`src/rtl/conv_pkg.sv`:
```
// Shared constants, derived-size helpers and FSM state type for the convolve pipeline.
package conv_pkg;

  localparam int unsigned DefaultBits       = 9;
  localparam int unsigned DefaultKernelSize = 3;
  localparam int unsigned DefaultImgLength  = 16;
  localparam int unsigned DefaultImgHeight  = 16;

  // Rows of valid (non-wrapped) results produced by a full frame.
  function automatic int unsigned out_rows(input int unsigned img_height,
                                           input int unsigned kernel_size);
    return img_height - kernel_size + 1;
  endfunction

  // Columns of valid (non-wrapped) results in each row.
  function automatic int unsigned out_cols(input int unsigned img_length,
                                           input int unsigned kernel_size);
    return img_length - kernel_size + 1;
  endfunction

  // Counter width for a range of n values, never narrower than one bit.
  function automatic int unsigned clog2_min1(input int unsigned n);
    return (n > 1) ? $clog2(n) : 1;
  endfunction

  typedef enum logic [1:0] {
    StIdle   = 2'd0,
    StActive = 2'd1,
    StDone   = 2'd2
  } conv_state_e;

endpackage

```
`src/rtl/sync_fifo.sv`:
```
// Single-clock FIFO with occupancy counter; head is read combinationally from storage.
module sync_fifo #(
  parameter int unsigned WIDTH = 10,
  parameter int unsigned DEPTH = 8
) (
  input  logic                     clk,
  input  logic                     reset_n,
  input  logic                     clear,
  input  logic                     push,
  input  logic                     pop,
  input  logic [WIDTH-1:0]         wdata,
  output logic [WIDTH-1:0]         rdata,
  output logic                     full,
  output logic                     empty,
  output logic [$clog2(DEPTH):0]   level
);

  localparam int unsigned PtrW = $clog2(DEPTH);

  logic [WIDTH-1:0] mem_q [DEPTH];
  logic [PtrW-1:0]  wr_ptr_q, wr_ptr_d;
  logic [PtrW-1:0]  rd_ptr_q, rd_ptr_d;
  logic [PtrW:0]    level_q, level_d;
  logic             do_pop;
  logic             do_write;

  assign empty = (level_q == '0);
  assign full  = (level_q == (PtrW + 1)'(DEPTH));
  assign level = level_q;

  // A write into a full FIFO is only accepted when a pop frees the slot in the same cycle.
  assign do_pop   = pop & ~empty & ~clear;
  assign do_write = push & (~full | do_pop) & ~clear;

  // Head entry, forced to zero while empty so stale storage never leaks out.
  assign rdata = empty ? '0 : mem_q[rd_ptr_q];

  // Pointer and occupancy next state; pointers wrap naturally since DEPTH is a power of two.
  always_comb begin
    wr_ptr_d = wr_ptr_q;
    rd_ptr_d = rd_ptr_q;
    level_d  = level_q;
    if (clear) begin
      wr_ptr_d = '0;
      rd_ptr_d = '0;
      level_d  = '0;
    end else begin
      if (do_write) wr_ptr_d = wr_ptr_q + PtrW'(1);
      if (do_pop)   rd_ptr_d = rd_ptr_q + PtrW'(1);
      unique case ({do_write, do_pop})
        2'b10:   level_d = level_q + (PtrW + 1)'(1);
        2'b01:   level_d = level_q - (PtrW + 1)'(1);
        default: level_d = level_q;
      endcase
    end
  end

  // Pointer and occupancy registers.
  always_ff @(posedge clk or negedge reset_n) begin
    if (!reset_n) begin
      wr_ptr_q <= '0;
      rd_ptr_q <= '0;
      level_q  <= '0;
    end else begin
      wr_ptr_q <= wr_ptr_d;
      rd_ptr_q <= rd_ptr_d;
      level_q  <= level_d;
    end
  end

  // Storage array; contents are don't-care while empty, so no reset is needed.
  always_ff @(posedge clk) begin
    if (do_write) mem_q[wr_ptr_q] <= wdata;
  end

endmodule

```
`src/rtl/conv_output_collector.sv`:
```
// Collects the convolver result stream, drops wrapped-window border results and
// buffers kept pixels for a back-pressuring valid/ready consumer.
module conv_output_collector
  import conv_pkg::*;
#(
  parameter int unsigned BITS        = DefaultBits,
  parameter int unsigned KERNEL_SIZE = DefaultKernelSize,
  parameter int unsigned IMG_LENGTH  = DefaultImgLength,
  parameter int unsigned IMG_HEIGHT  = DefaultImgHeight,
  parameter int unsigned FIFO_DEPTH  = 8
) (
  input  logic                          clk,
  input  logic                          reset_n,
  input  logic                          clear,
  input  logic [BITS-1:0]               pix_in,
  input  logic                          pix_valid,
  output logic [BITS-1:0]               out_data,
  output logic                          out_last,
  output logic                          out_valid,
  input  logic                          out_ready,
  output logic                          frame_done,
  output logic                          overflow,
  output logic [$clog2(FIFO_DEPTH):0]   fill_level
);

  localparam int unsigned OutRows = out_rows(IMG_HEIGHT, KERNEL_SIZE);
  localparam int unsigned ColW    = clog2_min1(IMG_LENGTH);
  localparam int unsigned RowW    = clog2_min1(OutRows);

  logic [ColW-1:0] col_q, col_d;
  logic [RowW-1:0] row_q, row_d;
  logic            col_last;
  logic            row_last;
  logic            keep;
  logic            eof;

  conv_state_e     state_q, state_d;

  logic            overflow_q, overflow_d;
  logic            fifo_full;
  logic            fifo_empty;
  logic            fifo_pop;
  logic [BITS:0]   fifo_rdata;

  assign col_last = (col_q == ColW'(IMG_LENGTH - 1));
  assign row_last = (row_q == RowW'(OutRows - 1));

  // The first KERNEL_SIZE-1 columns hold windows that wrapped across a row edge.
  assign keep = pix_valid & (col_q >= ColW'(KERNEL_SIZE - 1));
  assign eof  = pix_valid & col_last & row_last;

  // Position counters advance once per valid input pixel.
  always_comb begin
    col_d = col_q;
    row_d = row_q;
    if (pix_valid) begin
      if (col_last) begin
        col_d = '0;
        row_d = row_last ? '0 : row_q + RowW'(1);
      end else begin
        col_d = col_q + ColW'(1);
      end
    end
  end

  // Position counter registers.
  always_ff @(posedge clk or negedge reset_n) begin
    if (!reset_n) begin
      col_q <= '0;
      row_q <= '0;
    end else if (clear) begin
      col_q <= '0;
      row_q <= '0;
    end else begin
      col_q <= col_d;
      row_q <= row_d;
    end
  end

  // Frame FSM state register.
  always_ff @(posedge clk or negedge reset_n) begin
    if (!reset_n) begin
      state_q <= StIdle;
    end else if (clear) begin
      state_q <= StIdle;
    end else begin
      state_q <= state_d;
    end
  end

  // Frame FSM next state; a pixel arriving in StDone starts the next frame directly.
  always_comb begin
    state_d = state_q;
    unique case (state_q)
      StIdle: begin
        if (eof)            state_d = StDone;
        else if (pix_valid) state_d = StActive;
      end
      StActive: begin
        if (eof) state_d = StDone;
      end
      StDone: begin
        if (eof)            state_d = StDone;
        else if (pix_valid) state_d = StActive;
        else                state_d = StIdle;
      end
      default: state_d = StIdle;
    endcase
  end

  // Frame FSM outputs.
  always_comb begin
    frame_done = (state_q == StDone);
  end

  assign fifo_pop = out_valid & out_ready;

  // Sticky overflow: a kept pixel arrived with no free slot and no pop to make one.
  always_comb begin
    overflow_d = overflow_q | (keep & fifo_full & ~fifo_pop);
  end

  // Overflow flag register.
  always_ff @(posedge clk or negedge reset_n) begin
    if (!reset_n) begin
      overflow_q <= 1'b0;
    end else if (clear) begin
      overflow_q <= 1'b0;
    end else begin
      overflow_q <= overflow_d;
    end
  end

  assign overflow = overflow_q;

  sync_fifo #(
    .WIDTH (BITS + 1),
    .DEPTH (FIFO_DEPTH)
  ) u_fifo (
    .clk     (clk),
    .reset_n (reset_n),
    .clear   (clear),
    .push    (keep),
    .pop     (fifo_pop),
    .wdata   ({eof, pix_in}),
    .rdata   (fifo_rdata),
    .full    (fifo_full),
    .empty   (fifo_empty),
    .level   (fill_level)
  );

  assign out_valid = ~fifo_empty;
  assign out_last  = fifo_rdata[BITS];
  assign out_data  = fifo_rdata[BITS-1:0];

endmodule

```
`config.mk`:
```
export PLATFORM = sky130hd
export DESIGN_NAME = conv_output_collector
export DESIGN_NICKNAME = d
export VERILOG_FILES = /design/src/rtl/conv_pkg.sv /design/src/rtl/sync_fifo.sv /design/src/rtl/conv_output_collector.sv
export SDC_FILE = /design/constraint.sdc
export NUM_CORES = 1
export LEC_CHECK = 0
export CAP_MARGIN = 20
export CELL_PAD_IN_SITES_DETAIL_PLACEMENT = 2
export CELL_PAD_IN_SITES_GLOBAL_PLACEMENT = 2
export CORE_AREA = 2 2 109 111
export DETAILED_ROUTE_END_ITERATION = 6
export DIE_AREA = 0 0 111 113
export PLACE_DENSITY_LB_ADDON = 0.1
export SYNTH_ARGS = -nofsm -noshare
export SYNTH_HDL_FRONTEND = slang
export SYNTH_SLANG_ARGS = --single-unit
```
`constraint.sdc`:
```
create_clock -name clk -period 2.4 [get_ports clk]
set_input_delay 0.48 -clock clk [delete_from_list [all_inputs] [get_ports clk]]
set_output_delay 0.48 -clock clk [all_outputs]
set_load 0.02 [all_outputs]
```
==> flow_results.org <==
** Power
- For this design the ratio of total power to cell area is 953 nW/µm².
- Highest ir drop seen on vdd :: 375 µV
- Relative contribution of the clock network to total power :: 30.5%
- Switching share of total power :: between 20 and 30%
- Reg power frac :: 39.0%
- The internal power of the cells totals 3.66 mW.
- Leak pwr :: about 1.9 nW
- Sw Pwr :: ~1.6 mW
- Share of power burned in combinational logic :: 30.6%
- The completed layout was analyzed and its total power is 5.22 mW.

** Placement
- Timing analysis after detailed placement gives a worst setup slack of -0.132 ns.
- Buffers added on ports :: 30
- At the end of routability-driven placement, the weighted congestion stood at just under 0.8.
- In this run, placement finished with an instance count of 473.
- After legalization and detailed placement, the total HPWL measured approximately 7.1 mm.
- Post-DP Area :: around 5100 µm²

** Worst setup path
- The signal on the critical path passes through inv_1, ha_1, o41a_1, nor3_2, ha_1, a31oi_1, o31ai_1, o2111ai_1, or3b_1.
- Origin of the critical flop-to-flop path :: col_q[0]$_DFFE_PN0P_
- Among all stages on the critical path, the largest delay is contributed by or3b_1.
- Counting cells, the worst reg-to-reg path comes to 9.
- Worst Setup End Kind :: flip-flop
- The critical path is of the flip-flop to flip-flop type.
- Worst setup path end :: u_fifo.level[3]$_DFFE_PN0P_
- Top delay family on crit path :: compound AO/OA/AOI/OAI gates
- The number of buffers and inverters on the critical path is 1.
- Most repeated library cell on the critical path :: ha_1
- Number of logic stages on the critical path including buffering :: 9
- Reg-to-Reg End :: u_fifo.level[3]$_DFFE_PN0P_
- Critical path fanouts, max :: 3
- Type of element launching the critical path :: flip-flop
- Data arrival at the endpoint of the critical path :: 2.57 ns
- Crit-path max cell delay :: around 0.36 ns
- Start point of the critical path :: col_q[0]$_DFFE_PN0P_
- WP data required :: 2.62 ns
- Setup slack on the worst reg-to-reg path comes out at 0.04 ns.

** GRT
- Global-route wire length before repair :: 17.2 mm
- The via count of the first global-routing pass came to 2,998.
- GRT Util Overall :: 18.0%
- The initial antenna violation count came to 0.
- Entering global routing, the biggest net connects 22 pins.
- Gr ovfl total :: 0

** Synthesis
- In this run the cell area of the synthesized design comes to 4350 µm².
- Fraction of registers with async set/reset :: 20.8%
- The netlist uses 46 different library cells.
- Counting flops with a built-in enable in the synthesized netlist gives 80.
- Post-synthesis area per instance :: 16.3 µm²
- Among all flip-flop cells after synthesis, the most frequent one is edfxtp_1.
- After technology mapping, the gate count stands at 267.
- The biggest area contributor in the post-synthesis netlist is edfxtp_1.
- Register bit total from synthesis :: 101
- The synthesized design devotes to its leading area cell type 55.2% of total area.
- For this run, the number of Yosys warnings is 0.
- Net count after synthesis :: 289
- Yosys attributes the largest share of cell area to edfxtp_1, dfrtp_1, mux4_2.
- Post-synthesis sequential area ratio :: 67.3%

** STA
- Shortest clock period the worst path allows after layout :: between 2 and 2.5 ns
- Worst-case setup margin in the final layout :: 0.0417 ns
- Setup violations remaining at the end of the flow were counted as 0.
- Final setup TNS :: 0 ns
- For the pin with the worst max-slew slack, the measured transition is roughly 0.8 ns.
- The hold violation total from the final report came to 0.
- The number of pins with negative max-slew slack in the final report was 0.
- Timing-limited maximum frequency :: 424 MHz
- Final hold analysis gives a worst-case slack of 0.489 ns.
- Final cycle utilization of the critical path :: 98.3%
- On the final layout, the worst clock skew is around 0.011 ns.
- Normalized max-slew margin :: 46.5%
- Setup repair after global routing could not meet its margin everywhere.

** CTS
- Clock-pin slew was measured on the worst setup and hold paths at 0.08 ns.
- Max H-tree Level :: 3
- Counting the buffers created by CTS gives 9.
- In this run the deepest clock path goes through 2 buffers.
- The tree is rooted in a clkbuf_16.
- For the worst-skew pair, the clock arrives at the later sink with an insertion delay of 0.34 ns.
- # clock sinks :: 101
- TritonCTS built the clock tree.
- Hold repair after CTS inserted 0 buffers.

** Routing
- Via density :: 5.34
- Initial DRC Count :: 120
- For this block, the routed nets add up to 10.2 mm of wire.
- Drc violations :: 0
- Wire length per cell after detailed routing :: 20.9 µm
- Final ANT Viol Nets :: 0
- For this block, the via count after detailed routing is 2,624.
- For this run, the detailed router's first-pass iteration total came to 4.

** Cells and area
- After filler insertion, the fill cell instance count of the layout stands at 1,055.
- The number of antenna diodes in the final layout is 0.
- Summing all non-filler instances in the final layout gives an area of 5480 µm².
- Share of the core filled with cells in the final layout :: ~49%
- Fraction of final layout cells with drive strength greater than 1 :: 29.9%
- Compared with the post-synthesis result, the final layout area differs by 25.8%.
- The final layout contains 365 nets.
- Non-filler instance count after layout :: 491

** Floorplanning
- Boundary pin count :: 31
- Number of rows created at floorplan :: 39
- The total area inside the core boundary comes to 11,300 µm².
- Starting Density :: between 30% and 40%
- The die is 111 µm wide.
- The die covers between 10,000 and 15,000 µm².
- Die extent in y :: 113 µm

** Status
- The flow ran to the end, and the final reports show no timing, DRC or antenna violations.

** Hold path
- The min-delay analysis places its worst path in the category primary input to async pin.

** Run
- Number of max-cap violations :: 0
==> layer usage <==
metal	routed length, µm	share of wire, %	up-vias	GRT usage (%)
met3	249	2.4	11	3.27
met2	5220	51	40	30.6
li1	-	-	1200	-
met1	4630	45	1373	24.3
met5	0	0	-	0
met4	138	1.3	0	4.50
==> synth_stat cells, drive strengths merged, types with 2 or more instances <==
master	number
edfxtp	80
nor2	30
dfrtp	21
mux4	20
a21oi	11
mux2i	11
ha	8
clkbuf	7
nand2	7
inv	6
nor3	6
buf	4
nand2b	4
nand3	4
a211oi	3
a31o	3
nor2b	3
o21ai	3
or3	3
xnor2	3
xor2	3
a2111oi	2
a31oi	2
mux2	2
nor3b	2
o2111ai	2
o41a	2
o41ai	2
or2	2
or3b	2
==> kinds of logic after synthesis <==
group                    share of synthesized area, %
buffers and inverters                            1.72
multiplexers                                     13.5
AO/OA/AOI/OAI                                    5.63
flip-flops                                       67.3
adder cells (fa/ha/maj)                          2.30
XOR/XNOR                                         1.21
AND/OR/NAND/NOR                                  8.39
==> registers in the layout, summed over array words and instances, names as in the netlist <==
signal	cells
col_q	4
overflow	1
row_q	4
state_q	2
u_fifo.level	4
u_fifo.mem_q	80
u_fifo.rd_ptr_q	3
u_fifo.wr_ptr_q	3
==> placed cells by master (no fill, tap or decap), types with 3 or more instances in the layout <==
cell type / synthesis / final
nand2b_1: 4 / 4
buf_4: 0 / 43
nand3_1: 4 / 4
or3_1: 3 / 3
nor3_2: 0 / 3
a21oi_1: 11 / 11
xor2_1: 3 / 3
inv_1: 5 / 5
mux2i_1: 11 / 11
ha_1: 8 / 8
xnor2_1: 3 / 3
nor3_1: 6 / 3
edfxtp_1: 80 / 80
nor2b_1: 3 / 3
a31o_1: 3 / 3
mux4_2: 20 / 20
dfrtp_1: 21 / 20
buf_2: 3 / 9
clkdlybuf4s50_1: 0 / 19
nor2_1: 30 / 30
clkbuf_16: 0 / 10
nand2_1: 7 / 7
==> power groups by stage <==
stage               clock network, mW  registers, mW  logic (mW)
floorplan                           0           2.08       0.912
global placement                    0           2.06        1.64
detailed placement                  0           2.06        1.65
CTS                              1.63           2.04        1.63
global route                     1.70           2.05        1.73
finish                           1.59           2.03        1.59
==> what timing repair did <==
action	4_1_cts	5_1_grt
setup endpoints to repair	11	10
gates cloned	1	0
setup buffers	1	0
pin swaps	1	0
gates resized for setup	44	3
hold endpoints to repair	0	0
==> worst reg2reg max path, stage by stage, from the launching register on <==
cell and delay, ns:
dfrtp_1 0.35, inv_1 0.06, ha_1 0.22, o41a_1 0.35, nor3_2 0.17, ha_1 0.30, a31oi_1 0.19, o31ai_1 0.12
o2111ai_1 0.11, or3b_1 0.36
==> final cells by class <==
type,count,area [µm²],share of cell area [%]
inverters,6,22.5,0.411
clock buffers,9,225,4.11
repair buffers,76,643,11.7
well taps,143,179,3.27
flip-flops and latches,101,2930,53.5
clock inverters,7,105,1.92
multi-input cells,149,1370,25.0
==> worst min path at each step <==
stage / startpoint / endpoint / slack (ns) / cells after the start
3_5_place_dp: state_q[1]$_DFFE_PN0P_ / state_q[0]$_DFFE_PN0P_ / 0.48 / 1
2_1_floorplan: reset_n / col_q[0]$_DFFE_PN0P_ / 0.18 / 0
5_1_grt: reset_n / row_q[1]$_DFFE_PN0P_ / 0.51 / 2
3_3_place_gp: state_q[1]$_DFFE_PN0P_ / state_q[0]$_DFFE_PN0P_ / 0.47 / 1
6_report: reset_n / row_q[1]$_DFFE_PN0P_ / 0.49 / 2
4_1_cts: reset_n / row_q[0]$_DFFE_PN0P_ / 0.49 / 2
No activity file was read; power rests on OpenSTA's default activity.
